[config.mk]
export PLATFORM = sky130hd
export DESIGN_NAME = baseline_sum_tracker
export DESIGN_NICKNAME = d
export VERILOG_FILES = /design/src/rtl/fir_trigger_pkg.sv /design/src/rtl/bsum_window.sv /design/src/rtl/baseline_sum_tracker.sv
export SDC_FILE = /design/constraint.sdc
export NUM_CORES = 1
export LEC_CHECK = 0
export BUFFER_PORTS_ARGS = -buffer_cell sky130_fd_sc_hd__buf_2
export CELL_PAD_IN_SITES_DETAIL_PLACEMENT = 1
export CELL_PAD_IN_SITES_GLOBAL_PLACEMENT = 1
export CORE_ASPECT_RATIO = 1.75
export CORE_MARGIN = 4
export CORE_UTILIZATION = 47
export CTS_CLUSTER_DIAMETER = 150
export DETAILED_ROUTE_END_ITERATION = 8
export GPL_ROUTABILITY_DRIVEN = 1
export PLACE_DENSITY_LB_ADDON = 0.3
export SLEW_MARGIN = 20
export SYNTH_ARGS = -nofsm -noshare
export SYNTH_HDL_FRONTEND = slang
export SYNTH_HIERARCHICAL = 1
export SYNTH_SLANG_ARGS = --single-unit
[constraint.sdc]
create_clock -name clk -period 3.8 [get_ports clk]
set_clock_uncertainty 0.05 [all_clocks]
set_input_delay 0.76 -clock clk [delete_from_list [all_inputs] [get_ports clk]]
set_output_delay 0.76 -clock clk [all_outputs]
set_load 0.01 [all_outputs]
[src/rtl/fir_trigger_pkg.sv]
// Shared types and elaboration-time helpers for the trigger front end
// (baseline tracking and CFD extraction).
package fir_trigger_pkg;

    typedef enum logic {
        BT_ACCEPT = 1'b0,
        BT_HOLD   = 1'b1
    } bt_state_e;

    // Bits needed to hold values 0..value; never less than 1.
    function automatic int clog2_min1(input int value);
        int w;
        w = 1;
        while (((1 << w) <= value) && (w < 31)) begin
            w = w + 1;
        end
        return w;
    endfunction

    // Window length in 4-sample groups for a given sum/sample width pair.
    function automatic int bsum_ngroups(input int bsumbits, input int inbits);
        return (1 << (bsumbits - inbits)) / 4;
    endfunction

    // Offset binary to two's complement: flip the sample MSB.
    function automatic logic [31:0] unsigned_to_signed(input logic [31:0] raw, input int bits);
        return raw ^ (32'd1 << (bits - 1));
    endfunction

endpackage

[src/rtl/bsum_window.sv]
// Sliding window of committed group sums with a running total and fill count.
module bsum_window
    import fir_trigger_pkg::*;
#(
    parameter int GW = 16,
    parameter int SW = 18,
    parameter int NG = 4
) (
    input  logic          clk,
    input  logic          reset_n,
    input  logic          commit,
    input  logic [GW-1:0] data,
    output logic [SW-1:0] sum,
    output logic          valid
);

    localparam int FW = clog2_min1(NG);

    logic signed [GW-1:0] win [NG];
    logic signed [GW-1:0] data_s;
    logic signed [SW-1:0] sum_q;
    logic signed [SW-1:0] add_ext;
    logic signed [SW-1:0] sub_ext;
    logic [FW-1:0]        fill;
    logic [FW-1:0]        fill_next;
    logic                 valid_q;

    assign data_s    = $signed(data);
    assign add_ext   = SW'(data_s);
    assign sub_ext   = SW'(win[NG-1]);
    assign fill_next = (fill == FW'(NG)) ? fill : fill + FW'(1);

    always_ff @(posedge clk or negedge reset_n) begin
        if (!reset_n) begin
            for (int i = 0; i < NG; i++) begin
                win[i] <= '0;
            end
            sum_q   <= '0;
            fill    <= '0;
            valid_q <= 1'b0;
        end else if (commit) begin
            win[0] <= data_s;
            for (int i = 1; i < NG; i++) begin
                win[i] <= win[i-1];
            end
            // Wraps modulo 2^SW; the true window sum always fits.
            sum_q   <= sum_q + add_ext - sub_ext;
            fill    <= fill_next;
            valid_q <= (fill_next == FW'(NG));
        end
    end

    assign sum   = sum_q;
    assign valid = valid_q;

endmodule

[src/rtl/baseline_sum_tracker.sv]
// Baseline sum over the last NGROUPS clean groups, vetoing groups near a TOT pulse.
module baseline_sum_tracker
    import fir_trigger_pkg::*;
#(
    parameter int INBITS   = 14,
    parameter int BSUMBITS = 18,
    parameter int HOLDOFF  = 8
) (
    input  logic                clk,
    input  logic                reset_n,
    input  logic [INBITS-1:0]   in_0,
    input  logic [INBITS-1:0]   in_1,
    input  logic [INBITS-1:0]   in_2,
    input  logic [INBITS-1:0]   in_3,
    input  logic                tot_0,
    input  logic                tot_1,
    input  logic                tot_2,
    input  logic                tot_3,
    output logic [BSUMBITS-1:0] bsum_out,
    output logic                bsum_valid
);

    localparam int NGROUPS = bsum_ngroups(BSUMBITS, INBITS);
    localparam int GW      = INBITS + 2;
    localparam int CW      = clog2_min1(HOLDOFF);

    bt_state_e            state;
    logic [CW-1:0]        hold_cnt;
    logic signed [GW-1:0] pending;
    logic                 pend_valid;
    logic signed [GW-1:0] gsum;
    logic [INBITS-1:0]    raw [4];
    logic signed [INBITS-1:0] samp;
    logic                 tot_any;
    logic                 commit;

    assign raw[0]  = in_0;
    assign raw[1]  = in_1;
    assign raw[2]  = in_2;
    assign raw[3]  = in_3;
    assign tot_any = tot_0 | tot_1 | tot_2 | tot_3;

    always_comb begin
        gsum = '0;
        samp = '0;
        for (int i = 0; i < 4; i++) begin
            samp = $signed(INBITS'(unsigned_to_signed(32'(raw[i]), INBITS)));
            gsum = gsum + GW'(samp);
        end
    end

    // A group is committed only once a clean successor proves it was not pre-pulse.
    assign commit = !tot_any && (state == BT_ACCEPT) && pend_valid;

    always_ff @(posedge clk or negedge reset_n) begin
        if (!reset_n) begin
            state      <= BT_ACCEPT;
            hold_cnt   <= '0;
            pending    <= '0;
            pend_valid <= 1'b0;
        end else if (tot_any) begin
            pend_valid <= 1'b0;
            hold_cnt   <= CW'(HOLDOFF);
            state      <= (HOLDOFF > 0) ? BT_HOLD : BT_ACCEPT;
        end else if (state == BT_HOLD) begin
            hold_cnt <= hold_cnt - CW'(1);
            if (hold_cnt == CW'(1)) begin
                state <= BT_ACCEPT;
            end
        end else begin
            pending    <= gsum;
            pend_valid <= 1'b1;
        end
    end

    bsum_window #(
        .GW (GW),
        .SW (BSUMBITS),
        .NG (NGROUPS)
    ) u_window (
        .clk     (clk),
        .reset_n (reset_n),
        .commit  (commit),
        .data    (pending),
        .sum     (bsum_out),
        .valid   (bsum_valid)
    );

endmodule

* Yosys cells after proc, flatten, opt, wreduce, memory -nomap -nowiden *
Index checks and enable logic that the tools add are counted.
Widths: inputs -> output; s select.

storage, ports and cells
  register bits = 108
  input bits = 62
  output and inout bits = 19
  logic and storage cells = 44

operators by class
  add/sub/neg operators = 7
  equality and inequality tests = 4
  multiplexer cells = 8
  bitwise gates (word level) = 9
  reductions and logical operators = 5

operator list
  operator             count
  $add 18x16->18       1
  $sub 18x16->18       1
  $add 15x14->16       1
  $add 16x14->16       1
  $add 14x14->15       1
  $mux 4               2
  $eq 3x3->1 const B   2
  $not 1->1            6
  $mux 1               5
  $eq 4x1->1 const B   1
  $sub 4x1->4 const B  1
  $add 3x1->3 const B  1
  $mux 3               1
  $or 1x1->1           3
  $logic_and 1x1->1    2
  $ne 2x1->1 const B   1
  $reduce_and 2->1     1
  $reduce_bool 2->1    1
  $logic_not 1->1      1

* Logic depth before layout (Yosys ltp) *
Gate-level depths: netlist (run 1).

  depth in word-level cells = 6
  mapped depth = 12
  gate-level depth less buffers = 12

* Cells and area by module *
Netlist (run 1), hierarchy kept.

modules (own cells, without submodules)
  module                instances  cells an instance  area an instance (um^2)  seq. area each (um^2)
  bsum_window           1          414                4687.0                   2152.1
  baseline_sum_tracker  1          281                2389.8                   550.5

* Worst setup path before layout (run 1) *
No wires, ideal clock.

  path type = input -> register
  from = input in_0[1]
  to = register pending[15]
  library setup time = 0.082 ns
  arrival time = 3.358 ns
  required time = 3.668 ns
  setup slack = 0.310 ns
  cell stages on the path = 11
  path buffers = 0
  path through = inv_1 > fa_1 > inv_1 > fa_1 > ha_1 > fa_1 > a21oi_1 > o211a_1 > nor3b_1 > or3_1 > a31oi_1

on the way
  word-level cells in the longest chain between the ends = 3

RTL lines
  what                  RTL line                    RTL
  from (decl)           baseline_sum_tracker.sv:11  input logic [INBITS-1:0] in_0,
  $add 14x14->15        baseline_sum_tracker.sv:48  gsum = gsum + GW'(samp);
  $add 15x14->16        baseline_sum_tracker.sv:48
  $add 16x14->16        baseline_sum_tracker.sv:48
  to (signal assigned)  baseline_sum_tracker.sv:71  pending <= gsum;
  to (decl)             baseline_sum_tracker.sv:29  logic signed [GW-1:0] pending;

No other way between the ends.
A chain may end at the register's enable or synchronous reset.

* Worst setup path in the final report (run 1) *
Ends and elaborated chain as after synthesis.

==> results.cfg, run 1 <==
[pwr]
pwr-share-seq_pct = 37.9
pwr_density_cell_nw_per_um2 = 386.1
pwr-share-comb_pct = 29.8
p_switching_mw = 1.014
total_power_mw = 3.110
p_leak_nw = 4.203
p_int_mw = 2.096
peakVddDrop_v = 0.0002155
switching_share_pct = 32.59
p_clk_share_pct = 32.2

[yosys]
avgSynthCellArea_um2 = 10.18
synth.most_common_cell = inv_1
muxShareOfSynthArea_pct = 10.89
synth_top_family_by_area = adder cells
syn_nets = 841
synthFlopType = dfrtp_1
synth_area_um2 = 7077
ys_seq_area_share_pct = 38.19
syn_inst = 695
yosysUniqueCellTypes = 52
synthArstFlopShare_pct = 100.0
synth_compound_area_share_pct = 11.32
synthTopCellsByCount = inv_1, dfrtp_1, mux2_2
yosys_warnings = 6
synth.area.top_cells = dfrtp_1, fa_1, mux2_2
yosys.area.top_type_share_pct = 38.19
yosysTopAreaCell = dfrtp_1
synth-xor-area-share_pct = 2.599
synth_simple_gate_area_share_pct = 8.204
synth_adder_area_share_pct = 19.73
synth_edf_count = 0
ys_seq_elements = 108

[worst_setup_path]
r2r-end = u_window/sum[17]
cp_num_buf_inv = 3
crit_chain = buf_2, inv_1, fa_1, inv_1, fa_1, ha_1, fa_1, a21oi_1, o211a_1, nor3b_1, or3_1, a31oi_1
crit_path_start = in_0[1]
worst_r2r_startpoint = pending[7]
cpMaxStageDelayCell = fa_1
worst_ep_required_time_ns = 4.02
path_class = in -> reg
cpPeakStageDelay_ns = 0.53
cp.depth = 12
reg2reg_slack_ns = 0.72
cpLargestDelayFamily = adder cells
cp-start-kind = input port
cp_max_fo = 3
endpoint_kind = flip-flop
arrival_ns = 3.69
reg2reg_depth = 10
cp-endpoint = pending[15]
path_common_cell = fa_1

[grt]
grt.total_usage_pct = 20.66
grt_pass1_vias = 5816
grt_max_degree = 109
grt_pass1_wl_um = 28350
antenna_found_initial = 0
grt-ovfl-total = 0

[final_layout]
drive_above_1_share_pct = 23.53
stdcell_area_um2 = 8055
layout.nets = 923
antennaDiodeCount = 0
area_growth_pct = 13.83
fillers = 1699

[job]
maxCapViolCount = 0

[routing]
drcViolationCount = 0
firstDrtPassIters = 4
vias = 5075
detail_route.iter0.violations = 260
wire_per_inst_um = 17.02
finalWirelength_um = 16430
drtAntennaViolNets = 0
avgViaCountPerCell = 5.259

[sta]
hold_viol = 0
slew_headroom_pct = 56.31
holdWs_ns = 0.4126
period_needed_ns = 3.476
drv_slew = 0
worstMarginPinSlew_ns = 0.6530
setup_violations = 0
fin_ws_ns = 0.3235
period_share_pct = 91.49
fmax_ghz = 0.2876
rsz0062_at_grt = no

[floorplanning]
start_util_pct = 47.69
die_area_um2 = 17160
core_um2 = 14840
die_h_um = 170.3
rows = 59
io_pins = 81
die_x_um = 100.8

[clocking]
clock-sinks = 108
root_buffer = clkbuf_16
h-tree-depth = 3
cts_made_buffers = 9
clock_path_buffers = 2
cts_tree = built
clk_latency_ns = 0.35
ctsHoldBuffers = 0
cts_resized = 0
clk_pin_slew_ns = 0.07
post_cts_buffers = 0

[placed_design]
dp_slack_ns = -0.05466
dp_hpwl_um = 12140
dpl-instance-area_um2 = 7737
place_congestion = 0.8209
portBuffers = 80

[worst_hold_path]
hold_path_class = reg -> reg

[status]
status = finished clean
-- cells by family (layout without fill, tap and decap cells) --
| kind of cell | Yosys count | after routing |
|---|---|---|
| buf+inv | 170 | 257 |
| simple gates | 122 | 122 |
| compound gates | 121 | 121 |
| flops | 108 | 108 |
| fa+ha+maj | 84 | 84 |
| mux | 69 | 69 |
| xor+xnor | 21 | 21 |
-- metal layers --
layer / up-vias / wire length [µm] / part of all wire (%) / global-route usage (%)
li1: 2408 / - / - / -
met4: 0 / 432 / 2.6 / 6.921
met5: - / 0 / 0 / 0
met2: 80 / 9583 / 58 / 39.60
met3: 24 / 398 / 2.4 / 2.502
met1: 2563 / 6013 / 37 / 22.98
-- cell usage in the layout, fill, tap and decap left out, types with 4 or more instances in the layout --
cell type and count:
xor2_1 9, inv_1 152, dfrtp_1 108, o21ai_1 7, a21oi_1 36, o21bai_1 6, mux2i_1 5, a21o_1 9
o31ai_2 4, nor3_1 13, o21ai_0 21, nand3_1 4, buf_2 79, nand2b_1 5, o31ai_1 7, nand2_1 53
buf_4 8, fa_1 46, clkbuf_16 9, ha_1 38, xnor2_1 12, mux2_2 64, nand4_1 4, o21a_1 12
nor2_1 20
-- flip-flops by register name, indices dropped and copies added (netlist names) --
register          flops
u_window/valid        1
state                 1
pend_valid            1
u_window/fill         3
pending              16
u_window/win         48
u_window/sum         18
u_window/sub_ext     16
hold_cnt              4
-- worst register-to-register path, stage by stage, from the launching register on --
cell and delay (ns):
dfrtp_1 0.39, inv_1 0.08, fa_1 0.54, inv_1 0.05, ha_1 0.38, a21o_1 0.25, or4_1 0.47, a21oi_1 0.24
o21a_1 0.17, mux2i_1 0.25, xor2_1 0.16
-- final cells by class --
class / count / area [µm²] / area share (%)
clock inverter: 6 / 78.83 / 0.9786
clock buffer: 10 / 239.0 / 2.967
multi-input combinational: 417 / 3740 / 46.43
sequential: 108 / 2703 / 33.55
timing repair buffer: 89 / 495.5 / 6.151
tap: 183 / 229.0 / 2.843
inverter: 152 / 570.5 / 7.083
-- worst min-delay path by stage --
stage / start / end / slack (ns) / cells after the start
global placement: u_window/sum[17] / u_window/sum[17] / 0.40 / 1
finish: u_window/sum[17] / u_window/sum[17] / 0.41 / 1
detailed placement: u_window/sum[17] / u_window/sum[17] / 0.41 / 1
CTS: u_window/sum[17] / u_window/sum[17] / 0.42 / 1
global route: reset_n / u_window/win[16] / 0.45 / 2
floorplan: u_window/win[31] / u_window/sub_ext[15] / 0.40 / 2
-- per-stage QoR --
stage           TNS, ns  util (%)  std cells
3_5_place_dp   -0.05466     52.15        949
4_1_cts               0     54.29        965
2_1_floorplan         0         -        695
3_3_place_gp          0     52.15        949
6_report              0     54.29        965
5_1_grt               0     54.29        965
-- power by group through the flow --
stage | registers, mW | logic, mW | clock network (mW)
global placement | 1.20 | 0.873 | 0
detailed placement | 1.20 | 0.923 | 0
floorplan | 1.20 | 0.657 | 0
global route | 1.18 | 1.06 | 1.08
finish | 1.18 | 0.928 | 1.00
CTS | 1.18 | 0.937 | 1.03
Power figures use the tool's default switching activity.
==> run 2: changes to the inputs <==
- CORE_UTILIZATION: 47 -> 48
- CTS_BUF_LIST: unset -> sky130_fd_sc_hd__clkbuf_8
==> run 2 against run 1 <==
  * Design area fell by 1.4%
  * Die area fell by 2.0%
  * Register-to-register slack got worse by 0.04 ns
  * Sequential power barely moved
  * Critical path depth did not move
  * Flip-flop and latch count did not move
  * First-iteration DRC count fell by 50%
  * Routed wire length fell by 8.2%
  * Clock power fell by 24%
  * Largest cell class unchanged
  * Largest power group unchanged
==> results.cfg, run 2 (synthesis results as in run 1) <==
[routing]
avgViaCountPerCell = 5.269
vias = 5079
wire_per_inst_um = 15.64
finalWirelength_um = 15070
drcViolationCount = 0
detail_route.iter0.violations = 131
firstDrtPassIters = 4
drtAntennaViolNets = 0

[final_layout]
drive_above_1_share_pct = 23.72
largest_register_ffs = 48
layout_common_cells = inv_1, dfrtp_1, buf_2
layout.nets = 925
final_common_cell = inv_1
stdcell_area_um2 = 7940
fillers = 1647
antennaDiodeCount = 0
regMostFlops = u_window/win
final_util_pct = 54.98
final_cell_count_no_fill = 964
area_growth_pct = 12.20

[worst_setup_path]
arrival_ns = 3.78
cp_max_fo = 3
path_class = in -> reg
endpoint_kind = flip-flop
worst_ep_required_time_ns = 4.05
cp-start-kind = input port

[grt]
grt_pass1_vias = 5868
grt_max_degree = 55
grt-ovfl-total = 0
grt_pass1_wl_um = 26850
grt.total_usage_pct = 19.44
antenna_found_initial = 0

[sta]
setup-tns-final_ns = 0
period_needed_ns = 3.534
hold_viol = 0
fin_ws_ns = 0.2662
fmax_ghz = 0.2830
holdWs_ns = 0.2986
setup_violations = 0
drv_slew = 0
period_share_pct = 93.00
slew_headroom_pct = 57.05
rsz0062_at_grt = no
worstMarginPinSlew_ns = 0.6419

[floorplanning]
die_x_um = 99.79
die_h_um = 168.6
rows = 58
start_util_pct = 49.00
io_pins = 81
die_area_um2 = 16830
core_um2 = 14440

[placed_design]
place_congestion = 0.8755
dpl-instance-area_um2 = 7724
dp_hpwl_um = 12370
dp_slack_ns = -0.1215
placed_cells = 948
portBuffers = 80

[clocking]
cts_made_buffers = 9
h-tree-depth = 3
clk_latency_ns = 0.37
post_cts_buffers = 0
cts_resized = 0
cts_tree = built
root_buffer = clkbuf_8
clk_pin_slew_ns = 0.11
clock-sinks = 108
clock_path_buffers = 2
ctsHoldBuffers = 0

[pwr]
p_int_mw = 1.891
switching_share_pct = 34.13
total_power_mw = 2.871
p_leak_nw = 4.160
pwr_density_cell_nw_per_um2 = 361.5
pwr-share-seq_pct = 41.1
peakVddDrop_v = 0.0001699
p_clk_share_pct = 26.7
p_switching_mw = 0.9797
pwr-share-comb_pct = 32.3

[job]
maxCapViolCount = 0

[worst_hold_path]
hold_path_class = in -> async

[status]
status = finished clean
## run 2: layout make-up
type                            count  area [µm²]  area share [%]
Sequential cell                   108        2703           34.04
Tap cell                          180       225.2           2.836
Timing Repair Buffer               91       485.5           6.114
Clock buffer                       10       137.6           1.733
Clock inverter                      6       78.83          0.9928
Multi-Input combinational cell    417        3740           47.10
Inverter                          152       570.5           7.186
## run 2: metal layers
layer	up-vias	track usage (%)	wire length (µm)
met2	96	37.07	8568
met4	0	7.907	471
met5	-	0	0
met1	2541	21.29	5685
met3	34	2.227	349
li1	2408	-	-
## run 2: worst paths after layout
path                       cells after the start        startpoint  slack, ns                to
max in group asynchronous                      2           reset_n       2.56  u_window/win[63]
setup / recovery                              12           in_0[1]       0.27       pending[15]
setup reg to reg                              10        pending[7]       0.68  u_window/sum[17]
min in group clk                               1  u_window/sum[17]       0.41  u_window/sum[17]
hold / removal                                 1           reset_n       0.30  u_window/win[32]
hold reg to reg                                1  u_window/sum[17]       0.41  u_window/sum[17]
## run 2: power by group through the flow
stage	logic, mW	clock network (mW)	registers [mW]
finish	0.926	0.765	1.18
global route	1.06	0.835	1.18
CTS	0.940	0.789	1.18
detailed placement	0.936	0	1.20
global placement	0.870	0	1.20
floorplan	0.657	0	1.20
## run 2: worst max-delay path, stage by stage
cell	delay, ns
buf_2	0.08
inv_1	0.05
fa_1	0.55
inv_1	0.06
fa_1	0.46
ha_1	0.25
fa_1	0.40
a21oi_1	0.25
o211a_1	0.28
nor3b_1	0.08
or3_1	0.37
a31oi_1	0.19
==> run 3: changes to the inputs <==
- CORE_ASPECT_RATIO: 1.75 -> unset
==> run 3 against run 2 <==
  * Worst setup slack improved by 0.14 ns
  * Combinational power decreased by 2%
  * Design area decreased by 0.54%
  * Via count decreased by 2.4%
  * Critical path type unchanged
==> results.cfg, run 3 (synthesis results as in run 1) <==
[clocking]
clock_path_buffers = 2
cts_made_buffers = 9
clk_pin_slew_ns = 0.10
ctsHoldBuffers = 0
h-tree-depth = 3
clk_latency_ns = 0.37
cts_resized = 0
cts_tree = built
root_buffer = clkbuf_8
post_cts_buffers = 0
clock-sinks = 108

[sta]
period_needed_ns = 3.389
fmax_ghz = 0.2951
slew_headroom_pct = 57.71
setup_violations = 0
setup-tns-final_ns = 0
period_share_pct = 89.18
rsz0062_at_grt = no
holdWs_ns = 0.3400
drv_slew = 0
worstMarginPinSlew_ns = 0.6344
hold_viol = 0

[placed_design]
dp_hpwl_um = 11930
place_congestion = 0.8752
placed_cells = 948
portBuffers = 80

[grt]
antenna_found_initial = 0
grt_pass1_wl_um = 25440
grt-ovfl-total = 0
grt_pass1_vias = 5443
grt_max_degree = 76
grt.total_usage_pct = 18.67

[job]
maxCapViolCount = 0

[worst_setup_path]
crit_chain = buf_2, inv_1, fa_1, inv_1, fa_1, ha_1, fa_1, a21oi_1, o211a_1, nor3b_1, or3_1, a31oi_1
cpPeakStageDelay_ns = 0.54
endpoint_kind = flip-flop
cpMaxStageDelayCell = fa_1
cp_max_fo = 3
path_class = in -> reg
cp-start-kind = input port
worst_ep_required_time_ns = 4.04
arrival_ns = 3.63
path_common_cell = fa_1

[routing]
detail_route.iter0.violations = 213
vias = 4958
avgViaCountPerCell = 5.148
drcViolationCount = 0
drtAntennaViolNets = 0
finalWirelength_um = 14770
firstDrtPassIters = 4
wire_per_inst_um = 15.34

[pwr]
total_power_mw = 2.727
peakVddDrop_v = 0.0001372
p_leak_nw = 4.123
pwr_density_cell_nw_per_um2 = 345.3

[final_layout]
multi_input_comb_area_um2 = 3740
layout_common_cells = inv_1, dfrtp_1, buf_2
final_common_cell = inv_1
drive_above_1_share_pct = 23.11
antennaDiodeCount = 0
fillers = 1671
final_cell_count_no_fill = 963
area_growth_pct = 11.60
layout.nets = 921
area.sequential_um2 = 2703
regMostFlops = u_window/win
largest_register_ffs = 48

[status]
status = finished clean

[floorplanning]
io_pins = 81
start_util_pct = 48.88
rows = 44
core_um2 = 14480
die_area_um2 = 16750
die_h_um = 129.4
die_x_um = 129.4

[worst_hold_path]
hold_path_class = in -> async
run 3: per-layer routing:
metal / GRT usage (%) / vias to the layer above / part of all wire, %
met3: 1.814 / 18 / 2.8
met1: 24.22 / 2444 / 45
li1: - / 2410 / -
met5: 0 / - / 0
met4: 5.501 / 0 / 1.4
met2: 33.32 / 86 / 51
run 3: metrics by stage:
step | area (µm²) | worst slack, ns | utilization (%)
3_3_place_gp | 7724 | 0.1169 | 53.34
5_1_grt | 7898 | 0.2871 | 54.55
2_1_floorplan | 7077 | 0.3104 | -
6_report | 7898 | 0.4110 | 54.55
3_5_place_dp | 7724 | 0.01810 | 53.34
4_1_cts | 7898 | 0.4188 | 54.55
run 3: path summary, 6_finish.rpt:
check,from,endpoint,slack (ns),cells after the start
setup / recovery,in_0[1],pending[15],0.41,12
hold / removal,reset_n,u_window/fill[0],0.34,1
setup reg to reg,pending[7],u_window/sum[10],0.81,10
hold reg to reg,u_window/sum[17],u_window/sum[17],0.43,1
max in group asynchronous,reset_n,u_window/sub_ext[1],2.61,2
min in group clk,u_window/sum[17],u_window/sum[17],0.43,1
run 3: area by class of cell:
type	instances	area share [%]
clock buffers	10	1.743
repair buffers	87	6.084
clock inverters	5	0.4594
multi-input cells	417	47.35
inverters	152	7.224
well taps	184	2.915
flip-flops and latches	108	34.22
run 3: report_power, final:
group	internal (mW)	switching [mW]	leakage [nW]
logic	0.381	0.526	2.59
registers	1.16	0.0153	1.44
clock network	0.255	0.385	0.0866
total	1.80	0.926	4.12
run 3: critical path: cells and delay by family:
kind | cells | cell delay (ns)
compound gates | 3 | 0.61
fa+ha+maj | 4 | 1.63
buf+inv | 3 | 0.17
simple gates | 2 | 0.45
